`src/rtl/traffic_light_pkg.sv`:
```
// Shared types and defaults for the traffic light controller.
//   tl_state_e   : controller state encoding
//   DEF_*        : default phase durations and datapath width
//   fits_width() : true when a value is representable in the given bit width
package traffic_light_pkg;

    typedef enum logic [2:0] {
        StIdle,
        StRed,
        StYellow,
        StGreen,
        StFlash
    } tl_state_e;

    localparam int unsigned DEF_CNT_W      = 8;
    localparam int unsigned DEF_RED_T      = 10;
    localparam int unsigned DEF_YELLOW_T   = 5;
    localparam int unsigned DEF_GREEN_T    = 60;
    localparam int unsigned DEF_PASS_T     = 10;
    localparam int unsigned DEF_FLASH_HALF = 4;

    function automatic bit fits_width(input int unsigned value, input int unsigned width);
        return (width >= 32) || ((value >> width) == 0);
    endfunction

endpackage

```
`src/rtl/tl_phase_timer.sv`:
```
// Loadable down-counter that times one light phase.
//   clk, rst  : clock, synchronous active-high reset (count -> 0)
//   load      : load load_val at the next edge (highest priority after rst)
//   load_val  : phase duration to load
//   clear     : force count to 0 at the next edge
//   count     : registered remaining cycles; holds at 0, never wraps
//   done      : high while count == 1, i.e. the last cycle of a phase
module tl_phase_timer #(
    parameter int unsigned CNT_W = 8
) (
    input  logic             clk,
    input  logic             rst,
    input  logic             load,
    input  logic [CNT_W-1:0] load_val,
    input  logic             clear,
    output logic [CNT_W-1:0] count,
    output logic             done
);

    logic [CNT_W-1:0] count_q, count_d;

    always_comb begin
        count_d = count_q;
        if (load) begin
            count_d = load_val;
        end else if (clear) begin
            count_d = '0;
        end else if (count_q != '0) begin
            count_d = count_q - CNT_W'(1);
        end
    end

    always_ff @(posedge clk) begin
        if (rst) begin
            count_q <= '0;
        end else begin
            count_q <= count_d;
        end
    end

    assign count = count_q;
    assign done  = (count_q == CNT_W'(1));

endmodule

```
`src/rtl/traffic_light_ctrl.sv`:
```
// Traffic light controller: RED -> YELLOW -> GREEN cycle with pedestrian
// shortening of green and a flashing-yellow night/fault mode.
//   clk, rst            : clock, synchronous active-high reset
//   pass_request        : pedestrian request, sampled every cycle
//   flash_mode          : forces flashing yellow while high
//   clock               : remaining cycles of the current phase (0 in IDLE/FLASH)
//   red, yellow, green  : registered lamp drives
//   req_ack             : one-cycle pulse when a request shortens green
module traffic_light_ctrl
    import traffic_light_pkg::*;
#(
    parameter int unsigned CNT_W      = DEF_CNT_W,
    parameter int unsigned RED_T      = DEF_RED_T,
    parameter int unsigned YELLOW_T   = DEF_YELLOW_T,
    parameter int unsigned GREEN_T    = DEF_GREEN_T,
    parameter int unsigned PASS_T     = DEF_PASS_T,
    parameter int unsigned FLASH_HALF = DEF_FLASH_HALF
) (
    input  logic             clk,
    input  logic             rst,
    input  logic             pass_request,
    input  logic             flash_mode,
    output logic [CNT_W-1:0] clock,
    output logic             red,
    output logic             yellow,
    output logic             green,
    output logic             req_ack
);

    if (RED_T < 2 || YELLOW_T < 2 || GREEN_T < 2 || PASS_T < 2 || FLASH_HALF < 2) begin : g_bad_min
        $error("traffic_light_ctrl: every duration must be at least 2");
    end
    if (PASS_T >= GREEN_T) begin : g_bad_pass
        $error("traffic_light_ctrl: PASS_T must be less than GREEN_T");
    end
    if (!fits_width(RED_T, CNT_W) || !fits_width(YELLOW_T, CNT_W) ||
        !fits_width(GREEN_T, CNT_W) || !fits_width(PASS_T, CNT_W) ||
        !fits_width(FLASH_HALF, CNT_W)) begin : g_bad_width
        $error("traffic_light_ctrl: a duration does not fit in CNT_W bits");
    end

    localparam logic [CNT_W-1:0] RED_V      = CNT_W'(RED_T);
    localparam logic [CNT_W-1:0] YELLOW_V   = CNT_W'(YELLOW_T);
    localparam logic [CNT_W-1:0] GREEN_V    = CNT_W'(GREEN_T);
    localparam logic [CNT_W-1:0] PASS_V     = CNT_W'(PASS_T);
    localparam logic [CNT_W-1:0] FLASH_LAST = CNT_W'(FLASH_HALF - 1);

    tl_state_e        state_q, state_d;
    logic             pending_q, pending_d;
    logic [CNT_W-1:0] flash_cnt_q, flash_cnt_d;
    logic             red_q, yellow_q, green_q, ack_q;
    logic             flash_yel_d, ack_d;

    logic             tmr_load, tmr_clear, phase_done;
    logic [CNT_W-1:0] tmr_val, count;

    tl_phase_timer #(
        .CNT_W (CNT_W)
    ) u_timer (
        .clk      (clk),
        .rst      (rst),
        .load     (tmr_load),
        .load_val (tmr_val),
        .clear    (tmr_clear),
        .count    (count),
        .done     (phase_done)
    );

    always_comb begin
        state_d     = state_q;
        pending_d   = pending_q;
        flash_cnt_d = '0;
        flash_yel_d = 1'b0;
        ack_d       = 1'b0;
        tmr_load    = 1'b0;
        tmr_val     = '0;
        tmr_clear   = 1'b0;

        if (flash_mode) begin
            state_d   = StFlash;
            pending_d = 1'b0;
            tmr_clear = 1'b1;
            // Entry starts a fresh high half-period; afterwards toggle on each wrap.
            if (state_q != StFlash) begin
                flash_yel_d = 1'b1;
            end else if (flash_cnt_q == FLASH_LAST) begin
                flash_yel_d = ~yellow_q;
            end else begin
                flash_cnt_d = flash_cnt_q + CNT_W'(1);
                flash_yel_d = yellow_q;
            end
        end else begin
            unique case (state_q)
                StIdle, StFlash: begin
                    state_d  = StRed;
                    tmr_load = 1'b1;
                    tmr_val  = RED_V;
                end
                StRed: begin
                    if (pass_request) pending_d = 1'b1;
                    if (phase_done) begin
                        state_d  = StYellow;
                        tmr_load = 1'b1;
                        tmr_val  = YELLOW_V;
                    end
                end
                StYellow: begin
                    if (pass_request) pending_d = 1'b1;
                    if (phase_done) begin
                        state_d  = StGreen;
                        tmr_load = 1'b1;
                        // A request on the last yellow cycle still counts for this green.
                        if (pending_q || pass_request) begin
                            tmr_val   = PASS_V;
                            ack_d     = 1'b1;
                            pending_d = 1'b0;
                        end else begin
                            tmr_val = GREEN_V;
                        end
                    end
                end
                StGreen: begin
                    if (phase_done) begin
                        state_d  = StRed;
                        tmr_load = 1'b1;
                        tmr_val  = RED_V;
                    end else if (pass_request && (count > PASS_V)) begin
                        tmr_load = 1'b1;
                        tmr_val  = PASS_V;
                        ack_d    = 1'b1;
                    end
                end
                default: begin
                    state_d = StIdle;
                end
            endcase
        end
    end

    always_ff @(posedge clk) begin
        if (rst) begin
            state_q     <= StIdle;
            pending_q   <= 1'b0;
            flash_cnt_q <= '0;
            red_q       <= 1'b0;
            yellow_q    <= 1'b0;
            green_q     <= 1'b0;
            ack_q       <= 1'b0;
        end else begin
            state_q     <= state_d;
            pending_q   <= pending_d;
            flash_cnt_q <= flash_cnt_d;
            red_q       <= (state_d == StRed);
            yellow_q    <= (state_d == StYellow) || flash_yel_d;
            green_q     <= (state_d == StGreen);
            ack_q       <= ack_d;
        end
    end

    assign clock   = count;
    assign red     = red_q;
    assign yellow  = yellow_q;
    assign green   = green_q;
    assign req_ack = ack_q;

endmodule

```
`config.mk`:
```
export PLATFORM = sky130hd
export DESIGN_NAME = traffic_light_ctrl
export DESIGN_NICKNAME = d
export VERILOG_FILES = /design/src/rtl/traffic_light_pkg.sv /design/src/rtl/tl_phase_timer.sv /design/src/rtl/traffic_light_ctrl.sv
export SDC_FILE = /design/constraint.sdc
export NUM_CORES = 1
export LEC_CHECK = 0
export CORE_ASPECT_RATIO = 0.5
export CORE_UTILIZATION = 49
export CTS_CLUSTER_SIZE = 20
export DETAILED_ROUTE_END_ITERATION = 12
export PLACE_DENSITY = 0.74
export SYNTH_ARGS = -nofsm -noshare
export SYNTH_HDL_FRONTEND = slang
export SYNTH_SLANG_ARGS = --single-unit
export TNS_END_PERCENT = 1
```
`constraint.sdc`:
```
create_clock -name clk -period 1.9 [get_ports clk]
set_input_delay 0.285 -clock clk [delete_from_list [all_inputs] [get_ports clk]]
set_output_delay 0.285 -clock clk [all_outputs]
set_load 0.02 [all_outputs]
```
* Word-level counts from Yosys, hierarchy flattened
Cells that the tools add are included.
** Operators by class
- Add/subtract/negate cells :: 2
- $mul :: 0
- Div/mod/pow operators :: 0
- $lt $le $gt $ge :: 1
- Equality and inequality tests :: 10
- Shift operators :: 0
- Mux-type cells :: 32
- Bitwise logic cells :: 2
- Reduce and logical (&&, ||, !) cells :: 11
** Operators by type and width (number)
- 2-to-1 mux 8 bit :: 3
- case mux 6 bit (4 select lines) :: 1
- 2-to-1 mux 6 bit :: 3
- 2-to-1 mux 3 bit :: 5
- 2-to-1 mux 1 bit :: 14
- equality test 3 x 2 -> 1 bit (second input constant) :: 4
- case mux 3 bit (4 select lines) :: 1
- adder 8 x 1 -> 8 bit (second input constant) :: 1
- equality test 8 x 1 -> 1 bit (second input constant) :: 1
- equality test 8 x 2 -> 1 bit (second input constant) :: 1
- greater-than comparator 8 x 4 -> 1 bit (second input constant) :: 1
- 2-to-1 mux 4 bit :: 2
- nonzero test 8 bit :: 1
- subtractor 8 x 1 -> 8 bit (second input constant) :: 1
- equality test 3 x 1 -> 1 bit (second input constant) :: 2
- OR reduction 2 bit :: 3
- case mux 1 bit (2 select lines) :: 2
- OR reduction 4 bit :: 1
- equality test 3 bit (second input constant) :: 1
- logical NOT 3 bit :: 1
- != test 3 bit (second input constant) :: 1
- case mux 1 bit (3 select lines) :: 1
- nonzero test 3 bit :: 1
- logical OR 1 bit :: 2
- other kinds (3) :: 4
** Storage, ports and cells
- Register bits after elaboration :: 24
- Bits in latches :: 0
- RAM bits :: 0
- Bits in read-only memories :: 0
- Bits of input ports :: 4
- Output and inout bits :: 12
- Logic and storage cells :: 66
- Memories :: 0

* Logic depth before layout (Yosys ltp)
Gate-level depths: netlist of run 1.
- Depth after elaboration :: 7
- Gate-level depth with buffers :: 7
- Mapped depth without buffers :: 7

* Modules after synthesis
From an unflattened synthesis of run 1, not the netlist that was laid out.
** Second synthesis, totals
- Cells, all modules :: 151
- Area, all modules :: 1271.2 sq um
** Modules (own cells, without submodules)
- traffic_light_ctrl :: times used 1, cells an instance 97, area each 817.0 sq um, seq. area each 320.3 sq um
- tl_phase_timer :: times used 1, cells an instance 54, area each 454.2 sq um, seq. area each 160.2 sq um

* Worst setup path after synthesis of run 1
No wires, ideal clock.
- Kind :: reg2reg
- From :: register u_timer.count_q[4] (netlist: u_timer.count[4])
- To :: register u_timer.count_q[3] (netlist: u_timer.count[3])
- Setup time :: 0.132 ns
- Data arrival time :: 1.830 ns
- Required time :: 1.768 ns
- Setup slack :: -0.062 ns
- Stages on the path, launching flop included :: 6
- Buffers on the path :: 0
- Clock period less this slack :: 1.962 ns
- Path through :: dfxtp_1 or4_4 or3_4 mux2_4 nor3_2 nor4_1
** Between the ends
- Cells in the longest elaborated chain, start to end :: 7
- Elaborated cells between the ends (all ways) :: 16
- Classes of those cells :: 1 x order compare; 1 x eq/ne; 11 x mux; 3 x reduce/logical
** RTL lines
- start: declaration :: RTL line tl_phase_timer.sv:20 : logic [CNT_W-1:0] count_q, count_d;
- start signal: assignment :: RTL line tl_phase_timer.sv:37 : count_q <= count_d;
- greater-than comparator 8 x 4 -> 1 bit :: RTL line traffic_light_ctrl.sv:127 : end else if (pass_request && (count > PASS_V)) begin
- logical AND 1 bit :: RTL line traffic_light_ctrl.sv:127
- 2-to-1 mux 1 bit or 2-to-1 mux 4 bit (tied branches) :: RTL line traffic_light_ctrl.sv:127
- 2-to-1 mux 1 bit or 2-to-1 mux 4 bit (tied branches) :: RTL line traffic_light_ctrl.sv:123 : if (phase_done) begin
- case mux 1 bit (3 select lines) or case mux 6 bit (4 select lines) (tied branches) :: RTL line traffic_light_ctrl.sv:93 : unique case (state_q)
- 2-to-1 mux 1 bit or 2-to-1 mux 6 bit (tied branches) :: RTL line traffic_light_ctrl.sv:79 : if (flash_mode) begin
- nonzero test 3 bit (no source line) or 2-to-1 mux 8 bit (tied branches)
Parallel ways exist; a longest one is shown, timed or not.
A chain may end at the register's enable or synchronous reset.

* Worst setup path in the final report of run 1
- From :: register u_timer.count_q[6] (netlist: u_timer.count[6])
- To :: register u_timer.count_q[2] (netlist: u_timer.count[2])
** Between the ends
- Cells in the longest elaborated chain, start to end :: 7
- Elaborated cells between the ends (all ways) :: 16
- Classes of those cells :: 1 x order compare; 1 x eq/ne; 11 x mux; 3 x reduce/logical
** RTL lines (RTL line)
- greater-than comparator 8 x 4 -> 1 bit :: traffic_light_ctrl.sv:127
- logical AND 1 bit :: traffic_light_ctrl.sv:127
- 2-to-1 mux 1 bit :: traffic_light_ctrl.sv:127
- 2-to-1 mux 1 bit :: traffic_light_ctrl.sv:123
- case mux 1 bit (3 select lines) :: traffic_light_ctrl.sv:93
- 2-to-1 mux 1 bit :: traffic_light_ctrl.sv:79
- nonzero test 3 bit (no source line) or 2-to-1 mux 8 bit (tied branches)
Parallel ways exist; a longest one is shown, timed or not.

==> results of run 1 <==
[power by group through the flow]
| stage | logic, mW | registers [mW] | clock network (mW) |
|---|---|---|---|
| floorplan | 0.128 | 0.552 | 0 |
| global placement | 0.237 | 0.542 | 0 |
| detailed placement | 0.239 | 0.543 | 0 |
| CTS | 0.243 | 0.531 | 0.457 |
| global route | 0.269 | 0.533 | 0.476 |
| finish | 0.248 | 0.531 | 0.456 |
[state kept, by name, summed over array words and instances, names as in the netlist]
name           count
red                1
pending_q          1
flash_cnt_q        8
req_ack            1
u_timer.count      8
green              1
state_q            3
yellow             1
[routing by layer]
metal,up-vias,track usage (%),routed length [um]
met3,4,6.51,208
li1,642,-,-
met5,-,0,0
met4,0,5.56,22
met2,39,43.5,1510
met1,601,37.2,1710
[kinds of logic (layout without fill, tap and decap cells)]
group | after synthesis | in the layout | share of synthesized area, %
flip-flops | 24 | 24 | 36.3
AO/OA/AOI/OAI | 26 | 26 | 13.1
XOR/XNOR | 15 | 15 | 9.91
buffers and inverters | 9 | 46 | 2.55
multiplexers | 2 | 2 | 1.98
AND/OR/NAND/NOR | 79 | 79 | 31.4
adder cells (fa/ha/maj) | 5 | 5 | 4.72
[Yosys cell counts (2+ instances only)]
library cell / n
a21oi_1: 7
a31o_2: 2
a31oi_1: 2
and3_1: 2
clkbuf_1: 4
dfxtp_1: 24
ha_1: 5
inv_1: 5
nand2_1: 11
nand3_1: 8
nand4_1: 2
nor2_1: 22
nor2b_1: 6
nor3_1: 11
nor4_1: 4
nor4b_1: 2
o211ai_1: 2
o21ai_0: 5
or2_2: 2
xnor2_1: 4
xor2_1: 11
[what timing repair did]
action / in CTS / in global routing
pin swaps: 2 / 0
setup buffers: 0 / 0
gates resized for setup: 0 / 2
hold endpoints to repair: 0 / 0
setup endpoints to repair: 2 / 7
[worst max-delay path: stages, from the launching register on]
cell,delay (ns)
dfxtp_2,0.34
or4_4,0.57
nor3_1,0.32
nor4b_1,0.43
a31o_2,0.17
[stage by stage]
stage	total power, mW	cell area (um^2)	util (%)
CTS	1.23	1740	73.1
global route	1.28	1750	73.5
detailed placement	0.782	1670	70.1
finish	1.24	1750	73.5
global placement	0.779	1670	70.1
floorplan	0.680	1330	-
[worst min-delay path by stage]
stage	startpoint	end	slack (ns)	cells past startpoint
2_1_floorplan	rst	state_q[2]$_SDFF_PP0_	0.37	1
3_3_place_gp	flash_cnt_q[0]$_SDFF_PP0_	flash_cnt_q[0]$_SDFF_PP0_	0.44	1
3_5_place_dp	flash_cnt_q[0]$_SDFF_PP0_	flash_cnt_q[0]$_SDFF_PP0_	0.44	1
4_1_cts	flash_cnt_q[0]$_SDFF_PP0_	flash_cnt_q[0]$_SDFF_PP0_	0.46	1
5_1_grt	flash_cnt_q[0]$_SDFF_PP0_	flash_cnt_q[0]$_SDFF_PP0_	0.51	1
6_report	flash_cnt_q[0]$_SDFF_PP0_	flash_cnt_q[0]$_SDFF_PP0_	0.46	1
[area by class of cell]
type	count	share of cell area (%)
Tap cell	35	2.50
Clock inverter	1	1.71
Clock buffer	3	2.35
Multi-Input combinational cell	127	46.8
Timing Repair Buffer	37	18.0
Inverter	5	1.07
Sequential cell	24	27.6
==> results by stage, run 1 <==
Clocking:
- The CTS tree is done.
- Clock tree synthesis inserted a total of 3 buffers.
- The buffer depth of the longest clock path is 2.
- After clock tree synthesis, the flow added hold-fix buffers numbering 0.
- The clock net in this run drives a total of 24 sinks.
- The clock tree root driver cell is clkbuf_8.
- Clock latency on the worst-skew pair, taken at its later pin, is 0.27 ns.
- In this run the number of H-tree levels came out at 1.
- Clock-pin slew was measured on the worst setup and hold paths at 0.08 ns.

Timing:
- The post-route fraction of the period consumed by the critical path is 98.8%.
- Setup slack closes at 0.0234 ns.
- Setup repair after global routing could not meet its margin everywhere.
- The summed negative setup slack over all endpoints is 0 ns.
- The time the worst path needs with I/O delays and setup is 1.88 ns.
- The number of setup violations in the final report is 0.
- At the pin with the least slew margin, the transition time is 0.444 ns.
- The number of hold violations in the final report came to 0.
- The peak clock frequency supported by timing is 533 MHz.
- The worst slew slack as a fraction of its limit is 70.0%.
- The final-report max-slew violation count came to 0.
- On the final layout, the worst hold slack is 0.461 ns.
- The clock tree skew after final layout is 0.00921 ns.

Synth:
- The post-synthesis area per instance is 8.28 um^2.
- Counting flops with a built-in enable in the synthesized netlist gives 0.
- Among all flip-flop cells after synthesis, the most frequent one is dfxtp_1.
- The net count after synthesis is 169.
- After technology mapping, the gate count stands at 160.
- The combined area of all synthesized cells is 1330 um^2.
- The cell accounting for the most synthesized area is dfxtp_1.
- The register bit count reported by yosys is 24.
- The Yosys step of the flow raised 0 warnings.
- The count of cell types in the netlist is 40.
- By area the synthesized netlist is led by dfxtp_1 (36%), xor2_1 (7.3%), nor2_1 (6.2%).
- For this run, asynchronously set or reset flops after synthesis account for 0%.
- The share of synthesized area in the top cell type comes to 36.3%.
- Sequential elements use 36.3% of the synthesized area.

Floorplan:
- The height of the die is 38.8 um.
- The standard cell core area is 2390 um^2.
- The floorplan has 12 rows.
- The die covers 2930 um^2.
- For this design the top-level I/O count stands at 16.
- The effective utilization at floorplan is 55.5%.
- From left edge to right edge, the die measures 75.5 um.

Route:
- The number of DRC violations after detailed routing is 0.
- The routed design has 3.45 mm of wire.
- The overall via count from detail_route is 1,286.
- The first-pass iteration count of the detailed router is 4.
- In this run the remaining antenna-violating nets after routing total 0.
- The first routing iteration left 61 violations.
- The wire length per cell after detailed routing is 14.9 um.
- The ratio of routed vias to standard cells is 5.54.

Critical path:
- The critical path is of the reg2reg type.
- In this run the critical register-to-register path is launched from u_timer.count[6]$_SDFFE_PP0P_.
- The endpoint of the worst register-to-register path is u_timer.count[2]$_SDFFE_PP0P_.
- Along the worst path, the maximum fanout reaches 5.
- The kind of start point of the critical path is a register.
- The number of cells traversed by the worst register-to-register path is 4.
- In this run the worst setup path begins at u_timer.count[6]$_SDFFE_PP0P_.
- The critical path ends at u_timer.count[2]$_SDFFE_PP0P_.
- The critical path endpoint category is a register.
- At the worst endpoint, the required time is 2.12 ns.
- STA puts the critical path data arrival time at 2.09 ns.
- The slack of the worst reg-to-reg path is 0.02 ns.

Finish:
- The share of final-layout standard cells stronger than drive strength 1 is 21.3%.
- The fill cell instance count of the final layout is 189.
- For this run, the number of standard cells in the final layout without fillers is 232.
- The multi-input gate area in the final layout is 821 um^2.
- The area growth from synthesis to layout is 32.4%.
- Leaving out fill and tap cells, the most frequent cells in the layout are nor2_1 (22), buf_4 (22), dfxtp_1 (21).
- The area of all sequential standard cells is 484 um^2.
- The repair_antennas step left the layout with diodes totalling 0.
- The net total in the final layout is 207.

Run status:
- The run finished with clean final reports.

GRT:
- The number of global-route vias before repair is 1,140.
- After global routing the overflow that remains totals 0.
- Global routing used 27.1% of the available tracks across all layers.
- The initial antenna violation count is 0.
- The pin count of the biggest net entering global routing is 15.
- The first global-routing pass estimated 5.66 mm of wire.

Placed design:
- The worst slack after detailed placement is -0.00366 ns.
- The weighted congestion at the end of routability-driven global placement is 0.904.
- Summed over all nets, the half-perimeter wirelength after detailed placement is 2.65 mm.
- The total instance count after detailed placement is 228.
- The number of buffers inserted by port buffering is 15.

Power and ir drop:
- The largest vdd supply drop is 0.526 mV.
- The reported leakage power is 0.719 nW.
- Internal power comes to 0.914 mW.
- The clock group share of total power is 36.9%.
- The share of power burned in registers is 43.0%.
- The net switching power figure is 0.321 mW.
- Dividing total power by cell area gives a power density of 704 nW/um^2.
- Combinational cells account for 20.1% of the total power.
- In this run switching power makes up 26.0% of total power.

Min path:
- The tightest min-delay check is of the reg2reg type.

Run:
- The tool flagged a number of max-cap violations equal to 0.
Power figures use the tool's default switching activity.
==> inputs of run 2 (changes only) <==
CORE_MARGIN = 2   (was not set)
==> run 2 against run 1 <==
  * First-iteration DRC count fell by 13%
  * Clock power fell by 2%
  * Wire length fell by 9.2%
  * Critical path depth rose by 1
  * Sequential share of layout area rose by 0.36 points
  * Register-to-register slack barely moved
  * Core utilization fell by 6.5 points
  * Cell count fell by 0.86%
  * Non-clock buffer count fell by 4
  * Via count fell by 2.4%
  * Highest routed layer unchanged
==> results by stage, run 2 (synthesis gave the netlist of run 1 again) <==
Run status:
- The run finished with clean final reports.

Route:
- The count of nets left with antenna violations once routing finished came out at 0.
- In the routed layout, each cell is associated on average with a via count of 5.46.
- The routed design has 3.14 mm of wire.
- In the routed design, unresolved DRC markers number 0.
- The initial detailed-routing violation count is 53.
- After detailed routing, the average wire length per cell comes to 13.6 um.
- The pre-antenna-repair detailed-routing pass consisted of 4 iterations.
- Across all layers, the routed design uses 1,255 vias.

Placed design:
- After legalization and detailed placement, the total HPWL measured 2.48 mm.
- The number of buffers inserted by port buffering is 15.
- The worst slack after detailed placement is 0.00971 ns.
- At the end of routability-driven placement, the weighted congestion stood at 0.895.

Critical path:
- Data on the critical path arrives at its endpoint at 2.05 ns.
- For the worst setup path, the data required time is 2.07 ns.
- The slack of the worst reg-to-reg path is 0.02 ns.
- Along the worst path, the maximum fanout reaches 5.
- The worst setup path startpoint is u_timer.count[4]$_SDFFE_PP0P_.
- The startpoint of the worst-slack reg-to-reg timing path is u_timer.count[4]$_SDFFE_PP0P_.
- The worst setup path is launched from a register.
- The critical path in this run is classified as reg2reg.
- The worst setup path is captured at a register.

Power and ir drop:
- The part of the power in combinational logic is 19.5%.
- The share of power burned in registers is 43.7%.
- Per report_power, the clock group accounts for 36.8% of the total.
- Dividing total power by cell area gives a power density of 703 nW/um^2.
- IR analysis of the VDD net gives a maximum drop of 0.428 mV.
- Summed over all cells, the static leakage comes to 0.700 nW.
- The sum of internal, switching and leakage power is 1.22 mW.
- The internal portion of the total power is 0.910 mW.
- The switching power share of the total is 25.2%.
- In this run the power spent charging and discharging nets is 0.307 mW.

Floorplan:
- The die area is 3160 um^2.
- The I/O pin count is 16.
- The die extent in x is 77.5 um.
- The number of cell rows is 13.
- The effective utilization at floorplan is 51.2%.
- From bottom edge to top edge, the die measures 40.8 um.
- In this run the standard cell core region covers 2590 um^2.

Timing:
- Dividing the final minimum period by the clock period gives 98.9%.
- Timing would allow up to 532 MHz.
- In this run the tightest slew margin relative to its limit is 67.3%.
- Setup repair after global routing could not meet its margin everywhere.
- Across all setup checks in the final design, the least slack found is 0.0200 ns.
- The final-report max-slew violation count came to 0.
- For the final database, setup skew stands at 0.00418 ns.
- The time the worst path needs with I/O delays and setup is 1.88 ns.
- The number of hold violations in the final report is 0.
- The number of setup violations in the final report is 0.
- On the final layout, the worst hold slack is 0.453 ns.
- The transition time at the pin with the least slew margin is 0.486 ns.

Finish:
- Leaving out fill and tap cells, the most frequent cells in the layout are nor2_1 (22), dfxtp_1 (21), buf_4 (18).
- The multi-input combinational cells in the finished layout cover a total of 826 um^2.
- Summing all flip-flop and latch instances after layout gives 484 um^2.
- From synthesis to final layout, the design area changed by 30.7%.
- At the end of the flow, the number of nets in the layout was 203.
- The most common cell after layout, fill and taps aside is nor2_1.
- Once layout is complete, the utilization of the core stands at 67.0%.
- The post-route netlist has 19.7% of its cells at a drive strength greater than 1.
- The repair_antennas step left the layout with diodes totalling 0.
- Fill cells in the final layout number 200.

Min path:
- The worst min-delay path startpoint is flash_cnt_q[0]$_SDFF_PP0_.
- In this run the worst hold path is classified as reg2reg.

GRT:
- Entering global routing, the biggest net connects 15 pins.
- The first global-routing pass estimated 5.18 mm of wire.
- The number of global-route vias before repair is 1,111.
- The initial antenna violation count is 0.
- The total overflow left after global routing is 0.
- Global routing used 22.2% of the available tracks across all layers.

Clocking:
- The number of hold-repair buffers added at the cts stage is 0.
- At the later pin of the worst-skew pair, clock insertion delay measures 0.27 ns.
- The CTS clock-pin slew for the worst setup and hold paths is 0.09 ns.
- The number of clock sinks seen by CTS is 24.
- Buffers inserted during clock tree synthesis total 3.
- In this run the number of H-tree levels came out at 1.
- TritonCTS built the clock tree.
- The buffer depth of the longest clock path is 2.
- The cell sitting at the root of the clock tree is a clkbuf_8.

Run:
- The tool flagged a number of max-cap violations equal to 0.
[run 2: cell count changes in the layout (fill, tap and decap cells not counted)]
cell,before,now
buf_4,22,18
nand2_2,1,0
nand2_4,0,1
[run 2: layout make-up]
cell class              count  share of cell area, %
multi-input cells         127                   47.7
flip-flops and latches     24                   28.0
repair buffers             33                   16.5
well taps                  37                   2.67
clock buffers               3                   2.38
clock inverters             1                   1.73
inverters                   5                   1.08
[run 2: what timing repair did]
action	4_1_cts	5_1_grt
pin swaps	1	1
buffers inserted	0	0
endpoints found under the setup margin	2	5
resized for setup	0	3
[run 2: path summary, 6_finish.rpt]
| path | endpoint | depth (start not counted) |
|---|---|---|
| max | u_timer.count[3]$_SDFFE_PP0P_ | 5 |
| min reg2reg | flash_cnt_q[0]$_SDFF_PP0_ | 1 |
| max reg2reg | u_timer.count[3]$_SDFFE_PP0P_ | 5 |
| min | flash_cnt_q[0]$_SDFF_PP0_ | 1 |
[run 2: metrics by stage]
step	std cells	TNS, ns	cell area [um^2]
2_1_floorplan	160	0	1330
3_3_place_gp	226	0	1650
3_5_place_dp	226	0	1650
4_1_cts	230	0	1720
5_1_grt	230	-0.0899	1730
6_report	230	0	1730
[run 2: worst max-delay path, stage by stage, from the launching register on]
cell and delay (ns):
dfxtp_2 0.33, or4_4 0.57, or3_4 0.42, mux2_4 0.31, nor3_2 0.09, nor4_1 0.06
[run 2: power groups by stage]
| stage | clock [mW] | combinational (mW) | sequential [mW] |
|---|---|---|---|
| after floorplan | 0 | 0.128 | 0.552 |
| after global placement | 0 | 0.230 | 0.543 |
| after detailed placement | 0 | 0.230 | 0.544 |
| after CTS | 0.459 | 0.232 | 0.532 |
| after global routing | 0.482 | 0.256 | 0.535 |
| final | 0.448 | 0.237 | 0.532 |
[run 2: per-layer routing]
layer	up-vias	wire length [um]	GRT usage, %
met4	0	46	8.04
met5	-	0	0
li1	637	-	-
met3	6	219	6.61
met1	572	1460	27.5
met2	40	1410	38.7
==> inputs of run 3 (changes only) <==
CORE_ASPECT_RATIO = 1.75   (was 0.5)
==> run 3 against run 2 <==
  * Fmax fell by 0.58%
  * Clock power rose by 3%
  * Sequential share of layout area fell by 0.20 points
  * First-iteration DRC count rose by 5.7%
  * Worst setup slack got worse by 0.011 ns
  * Clock skew fell by 0.0017 ns
  * Count of clock-buffer cells in the layout did not move
  * Via count rose by 3.1%
  * Critical endpoint unchanged
==> results by stage, run 3 (synthesis gave the netlist of run 1 again) <==
Timing:
- The peak clock frequency supported by timing is 529 MHz.
- The setup slack after layout is 0.00897 ns.
- The worst slew slack as a fraction of its limit is 72.7%.
- The final-report max-slew violation count is 0.
- Setup repair after global routing could not meet its margin everywhere.
- The smallest clock period supported by the final layout is computed as 1.89 ns.
- The summed negative setup slack over all endpoints is 0 ns.
- Final hold analysis gives a worst-case slack of 0.455 ns.
- The final critical path takes up 99.5% of the cycle.
- Setup violations remaining at the end of the flow were counted as 0.
- The transition time at the pin with the least slew margin is 0.408 ns.
- The number of hold violations in the final report is 0.
- Clock skew on the completed layout was measured at 0.00246 ns.

Placed design:
- Detailed placement ended at an HPWL of 2.80 mm.
- The total instance count after detailed placement is 220.
- Once placement finished, the instance area stood at 1660 um^2.
- The number of buffers inserted by port buffering is 15.
- The worst slack after detailed placement is 0.0139 ns.
- Routability-driven placement finished with a final weighted congestion of 0.942.

Route:
- Summing over every cut layer, the via total after detailed routing is 1,294.
- Dividing the detail-routed wire length by the instance count gives 16.1 um.
- The detail route stage leaves a number of antenna-violating nets equal to 0.
- After detailed routing, the total wire length is 3.61 mm.
- For this run, the detailed router's first-pass iteration total came to 4.
- Using the TritonRoute via totals, the vias-per-cell ratio works out to 5.78.
- For this run, design rule violations remaining after detail routing come to 0.
- The first routing iteration left 56 violations.

GRT:
- The first global-routing pass estimated 5.80 mm of wire.
- The initial antenna violation count is 0.
- Entering global routing, the biggest net connects 15 pins.
- In the global route stage, overall resource usage came out at 24.8%.
- The number of global-route vias before repair is 1,327.
- The global-route congestion overflow total is 0.

Critical path:
- The data required time at the worst endpoint is 2.07 ns.
- In this run the worst path has a maximum fanout of 5.
- STA classifies the critical path startpoint as a register.
- The data arrival at the endpoint of the critical path is 2.06 ns.
- The critical path endpoint category is a register.
- The worst setup path is of the reg2reg kind.

Run status:
- The flow ran to the end, and the final reports show no timing, DRC or antenna violations.

Floorplan:
- The standard cell core area is 2630 um^2.
- For this configuration, the core starts out at a cell density of 50.4%.
- In this run the vertical extent of the chip is 72.8 um.
- 16 I/O pins were placed.
- The die area is 3150 um^2.
- The number of cell rows is 25.
- The die extent in x is 43.3 um.

Finish:
- The final non-filler cell area is 1740 um^2.
- Cells fill 66.4% of the core in the end.
- The layout overhead on the synthesized area is 31.6%.
- The count of placed standard cells in the final layout, fillers left out is 224.
- The count of inserted antenna diode cells is 0.
- The share of final-layout standard cells stronger than drive strength 1 is 21.3%.
- In the layout the commonest cells are nor2_1 (22), buf_4 (22), dfxtp_1 (21).
- The net total in the final layout is 207.

Clocking:
- CTS saw 24 sinks.
- The cell sitting at the root of the clock tree is a clkbuf_8.
- The number of hold-repair buffers added at the cts stage is 0.
- Clock latency on the worst-skew pair, taken at its later pin, is 0.28 ns.
- The CTS tree is done.
- In this run, CTS created clock tree buffers numbering 3.
- Counting along the longest clock path gives a buffer depth of 2.
- The level count of the clock H-tree is 1.
- The CTS clock-pin slew for the worst setup and hold paths is 0.09 ns.

Power and ir drop:
- The reported leakage power is 0.716 nW.
- The power density normalized to cell area is 710 nW/um^2.
- The sum of internal, switching and leakage power is 1.24 mW.
- Across the VDD grid, the largest voltage drop is 0.643 mV.

Min path:
- The path class of the tightest hold or removal check is reg2reg.

Run:
- The max-cap violation count is 0.
[run 3: cell types whose count changed in the layout (fill, tap and decap cells not counted), sizes merged]
cell,previous run,this run
buf,18,22
[run 3: final timing paths]
check                                                   start                             to  slack (ns)  cells after the start
worst max-delay path            u_timer.count[5]$_SDFFE_PP0P_  u_timer.count[3]$_SDFFE_PP0P_       0.009                      5
worst min-delay path                flash_cnt_q[0]$_SDFF_PP0_      flash_cnt_q[0]$_SDFF_PP0_        0.46                      1
worst max register to register  u_timer.count[5]$_SDFFE_PP0P_  u_timer.count[3]$_SDFFE_PP0P_       0.009                      5
worst min register to register      flash_cnt_q[0]$_SDFF_PP0_      flash_cnt_q[0]$_SDFF_PP0_        0.46                      1
[run 3: final cells by class]
type / count / area (um^2)
Clock buffer: 3 / 41.3
Clock inverter: 1 / 30.0
Fill cell: 232 / 883
Inverter: 5 / 18.8
Multi-Input combinational cell: 127 / 821
Sequential cell: 24 / 484
Tap cell: 27 / 33.8
Timing Repair Buffer: 37 / 315
[run 3: per-layer routing]
layer	GRT usage (%)	vias to the layer above	part of all wire (%)
li1	-	639	-
met1	25.0	588	37
met2	43.1	46	53
met3	2.97	21	3.8
met4	21.5	0	6.9
met5	0	-	0
[run 3: what timing repair did]
action | CTS | global route
endpoints found under the hold margin | 0 | 0
gates resized for setup | 0 | 2
setup buffers | 0 | 0
setup endpoints to repair | 0 | 4
[run 3: critical path: stages, from the launching register on]
cell	delay, ns
dfxtp_2	0.34
or4_4	0.57
or3_4	0.41
mux2_4	0.31
nor3_2	0.10
nor4_1	0.06
[run 3: report_power, final]
| group | switching, mW | internal [mW] | total (mW) |
|---|---|---|---|
| combinational | 0.128 | 0.117 | 0.245 |
| clock | 0.178 | 0.282 | 0.460 |
| sequential | 0.0177 | 0.516 | 0.533 |
| total | 0.323 | 0.915 | 1.24 |
